<file path="src/rtl/rst_seq_pkg.sv">
// Shared types and helpers for the clock-domain reset sequencer.
package rst_seq_pkg;

    typedef enum logic [2:0] {
        ST_PLL_RST   = 3'd0,
        ST_WAIT_LOCK = 3'd1,
        ST_HOLD      = 3'd2,
        ST_RUN       = 3'd3,
        ST_FAULT     = 3'd4
    } seq_state_t;

    // Width of the single shared state counter: enough to reach the largest
    // terminal count of any state. Never narrower than one bit.
    function automatic int cnt_width(input int a, input int b, input int c, input int d);
        int m;
        m = a;
        if (b > m) m = b;
        if (c > m) m = c;
        if (d > m) m = d;
        if (m < 2) return 1;
        return $clog2(m);
    endfunction

endpackage

</file>
<file path="src/rtl/sync_bits.sv">
// Multi-flop synchroniser for a vector of independent asynchronous bits.
// Each bit is synchronised on its own; no coherency between bits is implied.
module sync_bits #(
    parameter int WIDTH  = 1,
    parameter int STAGES = 2
) (
    input  logic             clk,
    input  logic             n_rst,
    input  logic [WIDTH-1:0] d,
    output logic [WIDTH-1:0] q
);

    // Stage 0 captures the raw input; stage STAGES-1 is the synchronised output.
    logic [STAGES-1:0][WIDTH-1:0] sync_q;
    logic [STAGES-1:0][WIDTH-1:0] sync_d;

    // Shift every stage one position towards the output.
    always_comb begin
        sync_d = {sync_q[STAGES-2:0], d};
    end

    // Synchroniser flops, cleared by the async reset.
    always_ff @(posedge clk or negedge n_rst) begin
        if (!n_rst) sync_q <= '0;
        else        sync_q <= sync_d;
    end

    assign q = sync_q[STAGES-1];

endmodule

</file>
<file path="src/rtl/pll_reset_seq.sv">
// Per-clock reset sequencer: resets the PLL, waits for lock, holds the domain
// reset for a settle time, then releases a sync-deasserted active-low reset.
// Lock loss in RUN restarts the sequence; repeated lock timeouts end in FAULT.
//
//   state     | meaning
//   ----------+-----------------------------------------------------------
//   PLL_RST   | pll_rst high for PLL_RST_CYCLES cycles
//   WAIT_LOCK | pll_rst low, waiting for all locks, timeout -> retry/FAULT
//   HOLD      | all locks high, counting HOLD_CYCLES before release
//   RUN       | domain reset released, filtering lock loss
//   FAULT     | retries exhausted, terminal until n_rst
module pll_reset_seq
    import rst_seq_pkg::*;
#(
    parameter int N_LOCK         = 2,
    parameter int SYNC_STAGES    = 2,
    parameter int PLL_RST_CYCLES = 16,
    parameter int LOCK_TIMEOUT   = 65536,
    parameter int HOLD_CYCLES    = 1024,
    parameter int LOSS_FILTER    = 4,
    parameter int MAX_RETRIES    = 3,
    localparam int RW = (MAX_RETRIES > 0) ? $clog2(MAX_RETRIES + 1) : 1
) (
    input  logic              clk,
    input  logic              n_rst,
    input  logic [N_LOCK-1:0] lock,
    output logic              pll_rst,
    output logic              n_rst_out,
    output logic              ready,
    output logic              fault,
    output logic [RW-1:0]     retry_cnt,
    output logic [2:0]        state_dbg
);

    localparam int CW = cnt_width(PLL_RST_CYCLES, LOCK_TIMEOUT, HOLD_CYCLES, LOSS_FILTER);

    localparam logic [CW-1:0] PLL_LAST  = CW'(PLL_RST_CYCLES - 1);
    localparam logic [CW-1:0] TO_LAST   = CW'(LOCK_TIMEOUT - 1);
    localparam logic [CW-1:0] HOLD_LAST = CW'(HOLD_CYCLES - 1);
    localparam logic [CW-1:0] LOSS_LAST = CW'(LOSS_FILTER - 1);
    localparam logic [RW-1:0] RETRY_MAX = RW'(MAX_RETRIES);

    logic [N_LOCK-1:0] lock_sync;
    logic              all_lock;

    seq_state_t    state_q, state_d;
    logic [CW-1:0] cnt_q, cnt_d;
    logic [RW-1:0] retry_q, retry_d;
    logic          n_rst_out_q, n_rst_out_d;

    sync_bits #(
        .WIDTH  (N_LOCK),
        .STAGES (SYNC_STAGES)
    ) u_lock_sync (
        .clk   (clk),
        .n_rst (n_rst),
        .d     (lock),
        .q     (lock_sync)
    );

    assign all_lock = &lock_sync;

    // Next-state, shared counter and retry bookkeeping.
    always_comb begin
        state_d = state_q;
        cnt_d   = cnt_q + 1'b1;
        retry_d = retry_q;

        case (state_q)
            ST_PLL_RST: begin
                if (cnt_q == PLL_LAST) state_d = ST_WAIT_LOCK;
            end
            ST_WAIT_LOCK: begin
                if (all_lock) begin
                    state_d = ST_HOLD;
                end else if (cnt_q == TO_LAST) begin
                    if (retry_q == RETRY_MAX) begin
                        state_d = ST_FAULT;
                    end else begin
                        retry_d = retry_q + 1'b1;
                        state_d = ST_PLL_RST;
                    end
                end
            end
            ST_HOLD: begin
                if (!all_lock)               state_d = ST_WAIT_LOCK;
                else if (cnt_q == HOLD_LAST) state_d = ST_RUN;
            end
            ST_RUN: begin
                // cnt tracks the current run of consecutive low-lock cycles
                if (all_lock)                cnt_d   = '0;
                else if (cnt_q == LOSS_LAST) state_d = ST_PLL_RST;
            end
            ST_FAULT: begin
                cnt_d = cnt_q;
            end
            default: begin
                state_d = ST_PLL_RST;
            end
        endcase

        if (state_d != state_q) cnt_d = '0;
        if (state_d == ST_RUN && state_q != ST_RUN) retry_d = '0;

        // Registered from next state so the release edge is the RUN entry edge.
        n_rst_out_d = (state_d == ST_RUN);
    end

    // State, counter, retry and domain-reset registers.
    always_ff @(posedge clk or negedge n_rst) begin
        if (!n_rst) begin
            state_q     <= ST_PLL_RST;
            cnt_q       <= '0;
            retry_q     <= '0;
            n_rst_out_q <= 1'b0;
        end else begin
            state_q     <= state_d;
            cnt_q       <= cnt_d;
            retry_q     <= retry_d;
            n_rst_out_q <= n_rst_out_d;
        end
    end

    assign pll_rst   = (state_q == ST_PLL_RST) || (state_q == ST_FAULT);
    assign ready     = (state_q == ST_RUN);
    assign fault     = (state_q == ST_FAULT);
    assign n_rst_out = n_rst_out_q;
    assign retry_cnt = retry_q;
    assign state_dbg = state_q;

endmodule

</file>
<file path="config.mk">
export PLATFORM = sky130hd
export DESIGN_NAME = pll_reset_seq
export DESIGN_NICKNAME = d
export VERILOG_FILES = /design/src/rtl/rst_seq_pkg.sv /design/src/rtl/sync_bits.sv /design/src/rtl/pll_reset_seq.sv
export SDC_FILE = /design/constraint.sdc
export NUM_CORES = 1
export LEC_CHECK = 0
export CORE_AREA = 2 2 46 90
export DETAILED_ROUTE_END_ITERATION = 8
export DIE_AREA = 0 0 48 92
export GPL_TIMING_DRIVEN = 1
export SYNTH_ARGS = -nofsm -noshare
export SYNTH_HDL_FRONTEND = slang
export SYNTH_SLANG_ARGS = --single-unit
</file>
<file path="constraint.sdc">
create_clock -name clk -period 4.13 [get_ports clk]
set_input_delay 0.413 -clock clk [delete_from_list [all_inputs] [get_ports clk]]
set_output_delay 0.413 -clock clk [all_outputs]
set_load 0.05 [all_outputs]
</file>
Word-level counts from Yosys, hierarchy flattened
Index checks and enable logic that the tools add are counted.
Storage, ports and cells
  register bits: 26
  latch bits: 0
  bits in writable memories: 0
  ROM bits: 0
  input port bits: 4
  output and inout bits: 9
  word-level logic and storage cells: 47
  memories: 0
Operators by class
  $add $sub $neg: 2
  $mul: 0
  div/mod/pow operators: 0
  order comparisons: 0
  eq/ne operators: 15
  shift operators: 0
  multiplexer cells: 17
  bitwise logic cells: 0
  reductions and logical operators: 7
Operator list (count)
  2-to-1 mux 16 bit: 2
  case mux 16 bit (2 select lines): 1
  2-to-1 mux 3 bit: 8
  adder 16 x 1 -> 16 bit (second input constant): 1
  == test 16 x 10 -> 1 bit (second input constant): 1
  == test 16 bit (second input constant): 1
  == test 16 x 2 -> 1 bit (second input constant): 1
  == test 16 x 4 -> 1 bit (second input constant): 1
  case mux 3 bit (5 select lines): 1
  2-to-1 mux 2 bit: 5
  == test 3 x 2 -> 1 bit (second input constant): 3
  != test 2 x 1 -> 1 bit (second input constant): 3
  AND reduction 4 bit: 1
  nonzero test 2 bit: 2
  == test 3 x 1 -> 1 bit (second input constant): 1
  == test 3 bit (second input constant): 1
  zero test 3 bit: 1
  != test 3 x 2 -> 1 bit (second input constant): 1
  != test 3 bit: 1
  adder 2 x 1 -> 2 bit (second input constant): 1
  == test 2 bit (second input constant): 1
  AND reduction 2 bit: 1
  logical AND 1 bit: 1
  logical OR 1 bit: 1

Longest topological paths before layout
Gate-level depths: netlist of the first run.
  word-level depth: 9
  gate-level depth with buffers: 7

Hierarchy
From an unflattened synthesis of the first run, not the netlist that was laid out.
Second synthesis, totals
  cell total of the unflattened synthesis: 151
  area total of the unflattened synthesis: 1436.4 µm²
By module, submodules not included
  pll_reset_seq: times used 1, cells an instance 147, area each 1336.3 µm²
  sync_bits: times used 1, cells an instance 4, area each 100.1 µm²

Least setup slack after synthesis of the first run
Ideal clock, no wire load.
  path kind: register -> register
  start: register state_q[2] (netlist: state_dbg[2])
  end: register cnt_q[11]
  setup time: 0.122 ns
  arrival time: 2.086 ns
  data required time: 4.008 ns
  setup slack: 1.922 ns
  cell stages (with the launch flop): 7
  period minus slack after synthesis: 2.208 ns
  path through: dfrtp_1 -> or3b_1 -> inv_1 -> nor3_1 -> and4_1 -> xnor2_1 -> nor3_2
Between the ends
  elaborated cells between the ends (all ways): 17
  those cells by class: eq/ne (6); mux (10); reduce/logical (1)
RTL lines
  start: declaration: RTL line pll_reset_seq.sv:46  | seq_state_t state_q, state_d;
  start signal: assignment: RTL line pll_reset_seq.sv:117  | state_q <= state_d;
  == test 3 bit *
  named net fault: RTL line pll_reset_seq.sv:30  | output logic fault,
  case mux 3 bit (5 select lines): RTL line pll_reset_seq.sv:69  | case (state_q)
  != test 3 bit: RTL line pll_reset_seq.sv:102  | if (state_d != state_q) cnt_d = '0;
  != test 2 x 1 -> 1 bit (no line) / 2-to-1 mux 16 bit (equally long branches)
  end signal: assignment: RTL line pll_reset_seq.sv:118  | cnt_q <= cnt_d;
  end: declaration: RTL line pll_reset_seq.sv:47  | logic [CW-1:0] cnt_q, cnt_d;
The timed path passes the listed nets; every way through them passes the cells marked *.
A chain may end at the register's enable or synchronous reset.

Worst setup path in the final report of the first run
  start: register state_q[0] (netlist: state_dbg[0])
  end: output port fault
Between the ends
  cells in the longest elaborated chain, start to end: 1
Ends and longest elaborated chain
  == test 3 bit: RTL line pll_reset_seq.sv:126  | assign fault = (state_q == ST_FAULT);
  end: declaration: RTL line pll_reset_seq.sv:30
Every way passes these cells.

==> flow_metrics.py, run 1 <==
metrics = {
    "setup_path": {
        "critPathMaxFanout": 13,
        "crit_type": "flip-flop to primary output",
        "reg2reg_slack_ns": 1.66,
        "r2r_start": "cnt_q[7]",
        "required_ns": 3.72,
        "rr_worst_depth": 5,
        "cp-start-kind": "flip-flop",
        "end_kind": "primary output",
        "crit_arrival_ns": 2.45,
        "r2r-end": "cnt_q[10]",
    },
    "cells_and_area": {
        "drive_gt1_frac": 0.0970,
        "fillerInstances": 391,
        "num_antenna_cells": 0,
        "fin_area_um2": 1650,
        "synthToLayoutAreaGrowth_pct": 15.1,
        "fin_nets": 172,
    },
    "timing": {
        "layout_min_cycle_time_ns": 2.86,
        "worst-slew-pin-transition_ns": 0.899,
        "finalHoldViolations": 0,
        "relSlewSlack": 0.401,
        "fmax_ghz": 0.349,
        "period_share": 0.693,
        "holdWs_ns": 0.367,
        "drv_slew": 0,
        "setup_viol": 0,
        "skew_ns": 0.00649,
        "rsz0062_at_grt": "false",
        "final.setup.tns_ns": 0,
    },
    "floorplanning": {
        "ioPinCount": 13,
        "coreArea_um2": 3800,
        "rows": 32,
        "fp.dieH_um": 92,
        "die_w_um": 48,
        "initial_core_util": 0.377,
        "dieArea_um2": 4420,
    },
    "grt": {
        "grtUsageTotal": 0.169,
        "grt_max_degree": 27,
        "grt_pass1_vias": 1172,
        "grt_pass1_wl_um": 5270,
        "antenna_found_initial": 0,
        "grt-ovfl-total": 0,
    },
    "clock_network": {
        "cts.reportedPaths.clkPinSlew_ns": 0.08,
        "htreeDepth": 1,
        "postCtsSetupBuffers": 0,
        "cts_buffers": 3,
        "cts_resized": 0,
        "cts_root_buf": "clkbuf_8",
        "cts_buffer_depth": 2,
        "cts.sinks": 26,
        "clock_latency_ns": 0.27,
        "postCtsHoldBufs": 0,
        "cts_tree": "yes",
    },
    "yosys": {
        "yosysWarningCount": 0,
        "yosys.area_share.xor_xnor": 0.0793,
        "syn-cell-area_um2": 1440,
        "synthMuxAreaShare": 0.00697,
        "ys_ff_latch": 26,
        "yosysUniqueCellTypes": 38,
        "synthAdderAreaFrac": 0.0174,
        "synthCells": 153,
        "synth.avg_cell_area_um2": 9.38,
        "synth_fp_nets": 159,
        "synth_compound_area_frac": 0.0863,
        "synth-seq-area-share": 0.453,
        "synth_top_family_by_area": "simple AND/OR/NAND/NOR gates",
        "synth-simple-area-share": 0.328,
    },
    "power": {
        "power_density_nw_per_um2": 460,
        "p_leak_uw": 0.000718,
        "ir_worst_vdd_mv": 0.205,
    },
    "route": {
        "viasPerCell": 5.45,
        "detail_route.first_pass.iterations": 4,
        "drt_iter0_drc": 20,
        "drt_wl_total_um": 3150,
        "wire_per_inst_um": 14.6,
        "drc": 0,
        "vias": 1178,
        "drt.antenna.violating_nets": 0,
    },
    "hold_path": {
        "hold_class": "flip-flop to flip-flop",
        "hold_depth": 0,
        "holdPathEnd": "u_lock_sync.q[0]",
        "min_from": "u_lock_sync.sync_d[2]",
    },
    "placed_design": {
        "portBuffers": 12,
        "place_area_um2": 1600,
        "gp_congestion": 0.824,
        "dpl.hpwl_um": 2440,
    },
    "run": {
        "drv_cap": 0,
    },
    "outcome": {
        "outcome": "complete, no violations",
    },
}
per-stage QoR:
step | std cells | total power, µW | util | setup slack, ns
after floorplan | 153 | 532 | - | 1.92
after global placement | 212 | 596 | 0.420 | 1.63
after detailed placement | 212 | 602 | 0.420 | 1.58
after CTS | 216 | 770 | 0.434 | 1.27
after global routing | 216 | 809 | 0.434 | 1.16
final | 216 | 759 | 0.434 | 1.27
worst max-delay path by stage:
| stage | startpoint | cells after the start | to | slack [ns] |
|---|---|---|---|---|
| after detailed placement | state_dbg[0] | 3 | fault | 1.58 |
| after global placement | state_dbg[0] | 3 | fault | 1.63 |
| after floorplan | state_dbg[2] | 6 | cnt_q[11] | 1.92 |
| final | state_dbg[0] | 3 | fault | 1.27 |
| after CTS | state_dbg[0] | 3 | fault | 1.27 |
| after global routing | state_dbg[0] | 3 | fault | 1.16 |
cell families after synthesis:
kind of cell / after synthesis
adder cells (fa/ha/maj): 2
buffers and inverters: 8
AND/OR/NAND/NOR: 84
flip-flops: 26
XOR/XNOR: 13
AO/OA/AOI/OAI: 19
multiplexers: 1
placed cells by master (no fill, tap or decap), types with 2 or more instances in the layout:
cell	n
nor4_1	2
nor2_1	20
xor2_1	8
xnor2_1	5
clkdlybuf4s50_1	12
clkbuf_8	4
nor3b_1	2
a21oi_1	6
nand3_1	11
and4_1	4
nor3_1	16
ha_1	2
and3_1	3
inv_1	3
nand2_1	11
dfrtp_1	26
nand4_1	2
o21ai_0	6
nor3_2	2
nand3_2	2
power breakdown:
part	leakage, µW	internal (µW)	switching, µW
logic	0.000341	93.7	173
registers	0.000348	282	45.7
clock network	0.0000288	85.3	79.8
total	0.000718	461	299
layout make-up:
class	instances	area, µm²	share of cell area
Sequential cell	26	651	0.394
Tap cell	51	63.8	0.0386
Multi-Input combinational cell	119	743	0.450
Timing Repair Buffer	13	128	0.0773
Inverter	3	11.3	0.00682
Clock buffer	4	55.1	0.0333
per-layer routing:
metal,vias up,track usage,routed length (µm)
met5,-,0,0
met4,0,0.0991,147
met3,11,0.0276,88
met2,21,0.291,1780
met1,573,0.173,1140
li1,573,-,-
cells in the mapped netlist (all sizes together):
master   instances  area share
buf              4       0.018
nor3b            3       0.019
or3b             1      0.0061
a22oi            1      0.0052
or2              1      0.0044
or3              1      0.0044
o211a            1      0.0070
ha               2       0.017
o22ai            1      0.0044
and4bb           1      0.0087
o21ai            6       0.021
a311oi           1       0.010
nor2            20       0.052
a21oi            6       0.021
nand3           13       0.052
clkbuf           1      0.0026
and3             3       0.013
inv              3      0.0078
and4             4       0.024
dfrtp           26        0.45
nor4             3       0.017
nand3b           1      0.0052
xnor2            5       0.031
nand4            3       0.017
a2bb2oi          1      0.0061
nand2           11       0.029
mux2i            1      0.0070
a21o             1      0.0061
nor2b            1      0.0044
xor2             8       0.049
a21boi           1      0.0052
nor3            18       0.070
worst max-delay path: stages (launching register included):
cell and delay (ns):
dfrtp_1 0.51, or3b_1 0.59, inv_1 0.23, clkdlybuf4s50_1 0.84
sequential cells by signal, summed over array words and instances, names as in the netlist:
name                count
cnt_q                  16
state_dbg               3
retry_cnt               2
u_lock_sync.q           2
u_lock_sync.sync_d      2
n_rst_out               1
Power figures use the tool's default switching activity.
==> run 2: changes to the inputs <==
clock period = 2.4 ns   (was 4.13 ns; I/O delays follow)
==> flow_metrics.py, run 2 (synthesis gave the netlist of run 1 again) <==
metrics = {
    "outcome": {
        "outcome": "complete, no violations",
    },
    "route": {
        "drt.antenna.violating_nets": 0,
        "detail_route.first_pass.iterations": 5,
        "drt_wl_total_um": 3270,
        "vias": 1176,
        "wire_per_inst_um": 15.1,
        "drc": 0,
        "viasPerCell": 5.42,
        "drt_iter0_drc": 11,
    },
    "power": {
        "ir_worst_vdd_mv": 0.379,
        "power_density_nw_per_um2": 763,
        "power_uw": 1270,
        "p_leak_uw": 0.000725,
    },
    "grt": {
        "grtUsageTotal": 0.175,
        "grt-ovfl-total": 0,
        "antenna_found_initial": 0,
        "grt_pass1_wl_um": 5640,
        "grt_max_degree": 27,
        "grt_pass1_vias": 1232,
    },
    "setup_path": {
        "cp-start-kind": "flip-flop",
        "crit_arrival_ns": 1.98,
        "r2r_start": "cnt_q[14]",
        "worstSetupStartpoint": "state_dbg[0]",
        "end_kind": "primary output",
        "required_ns": 2.16,
        "critPathMaxFanout": 13,
        "crit_type": "flip-flop to primary output",
        "reg2reg_slack_ns": 0.47,
    },
    "placed_design": {
        "portBuffers": 12,
        "dpl.hpwl_um": 2500,
        "gp_congestion": 0.903,
        "dp_cells": 214,
        "place_ws_ns": 0.465,
    },
    "clock_network": {
        "cts.sinks": 26,
        "cts_buffers": 3,
        "postCtsHoldBufs": 0,
        "cts_tree": "yes",
        "cts_root_buf": "clkbuf_8",
        "clock_latency_ns": 0.27,
        "cts_buffer_depth": 2,
        "cts_resized": 0,
        "postCtsSetupBuffers": 0,
        "htreeDepth": 1,
        "cts.reportedPaths.clkPinSlew_ns": 0.08,
    },
    "timing": {
        "holdWs_ns": 0.330,
        "rsz0062_at_grt": "false",
        "drv_slew": 0,
        "worst-slew-pin-transition_ns": 0.618,
        "setup_ws_ns": 0.179,
        "skew_ns": 0.00449,
        "period_share": 0.926,
        "final.setup.tns_ns": 0,
        "setup_viol": 0,
        "finalHoldViolations": 0,
        "relSlewSlack": 0.583,
        "fmax_ghz": 0.450,
        "layout_min_cycle_time_ns": 2.22,
    },
    "floorplanning": {
        "ioPinCount": 13,
        "initial_core_util": 0.377,
        "rows": 32,
        "coreArea_um2": 3800,
        "dieArea_um2": 4420,
        "die_w_um": 48,
        "fp.dieH_um": 92,
    },
    "run": {
        "drv_cap": 0,
    },
    "cells_and_area": {
        "fin_nets": 174,
        "multi_input_area_um2": 743,
        "final_cell_mix": "26 x dfrtp_1, 20 x nor2_1, 16 x nor3_1",
        "largest_register": "cnt_q",
        "largest_reg_flops": 16,
        "fillerInstances": 365,
        "area.sequential_um2": 651,
        "num_antenna_cells": 0,
        "synthToLayoutAreaGrowth_pct": 15.9,
        "drive_gt1_frac": 0.108,
        "instances_no_fill": 217,
        "layout_commonest_cell": "dfrtp_1",
    },
    "hold_path": {
        "hold_class": "primary input to async pin",
    },
}
-- run 2: changes by cell type in the layout (fill, tap and decap cells not counted), sizes merged --
cell           change
clkdlybuf4s50      -1
clkbuf             -1
buf                +3
-- run 2: layer usage --
metal | vias to the layer above | track usage | routed length [µm]
met2 | 18 | 0.308 | 1860
met5 | - | 0 | 0
met1 | 576 | 0.187 | 1250
met3 | 8 | 0.0256 | 64
met4 | 0 | 0.0811 | 93
li1 | 574 | - | -
-- run 2: layout make-up --
cell class,instances,area share
flip-flops and latches,26,0.391
clock buffers,3,0.0248
repair buffers,15,0.0918
multi-input cells,119,0.447
well taps,51,0.0384
inverters,3,0.00677
-- run 2: worst max-delay path, stage by stage, from the launching register on --
cell             delay (ns)
dfrtp_1                0.58
nand3b_1               0.24
inv_1                  0.10
clkdlybuf4s50_1        0.80
-- run 2: metrics by stage --
step	area, µm²	util
5_1_grt	1660	0.437
3_5_place_dp	1620	0.426
2_1_floorplan	1440	-
4_1_cts	1660	0.437
6_report	1660	0.437
3_3_place_gp	1620	0.426
-- run 2: path summary, 6_finish.rpt --
kind / cells past startpoint / endpoint
min in group clk: 0 / u_lock_sync.q[1]
worst max-delay path: 3 / ready
worst min register to register: 0 / u_lock_sync.q[1]
worst max register to register: 6 / cnt_q[5]
max in group asynchronous: 2 / state_dbg[0]
worst min-delay path: 2 / retry_cnt[1]
-- run 2: power breakdown --
part           total, µW  internal, µW  leakage (µW)  switching [µW]
Combinational        464           173      0.000355             291
Clock                240           112     0.0000216             128
Sequential           564           485      0.000348            79.3
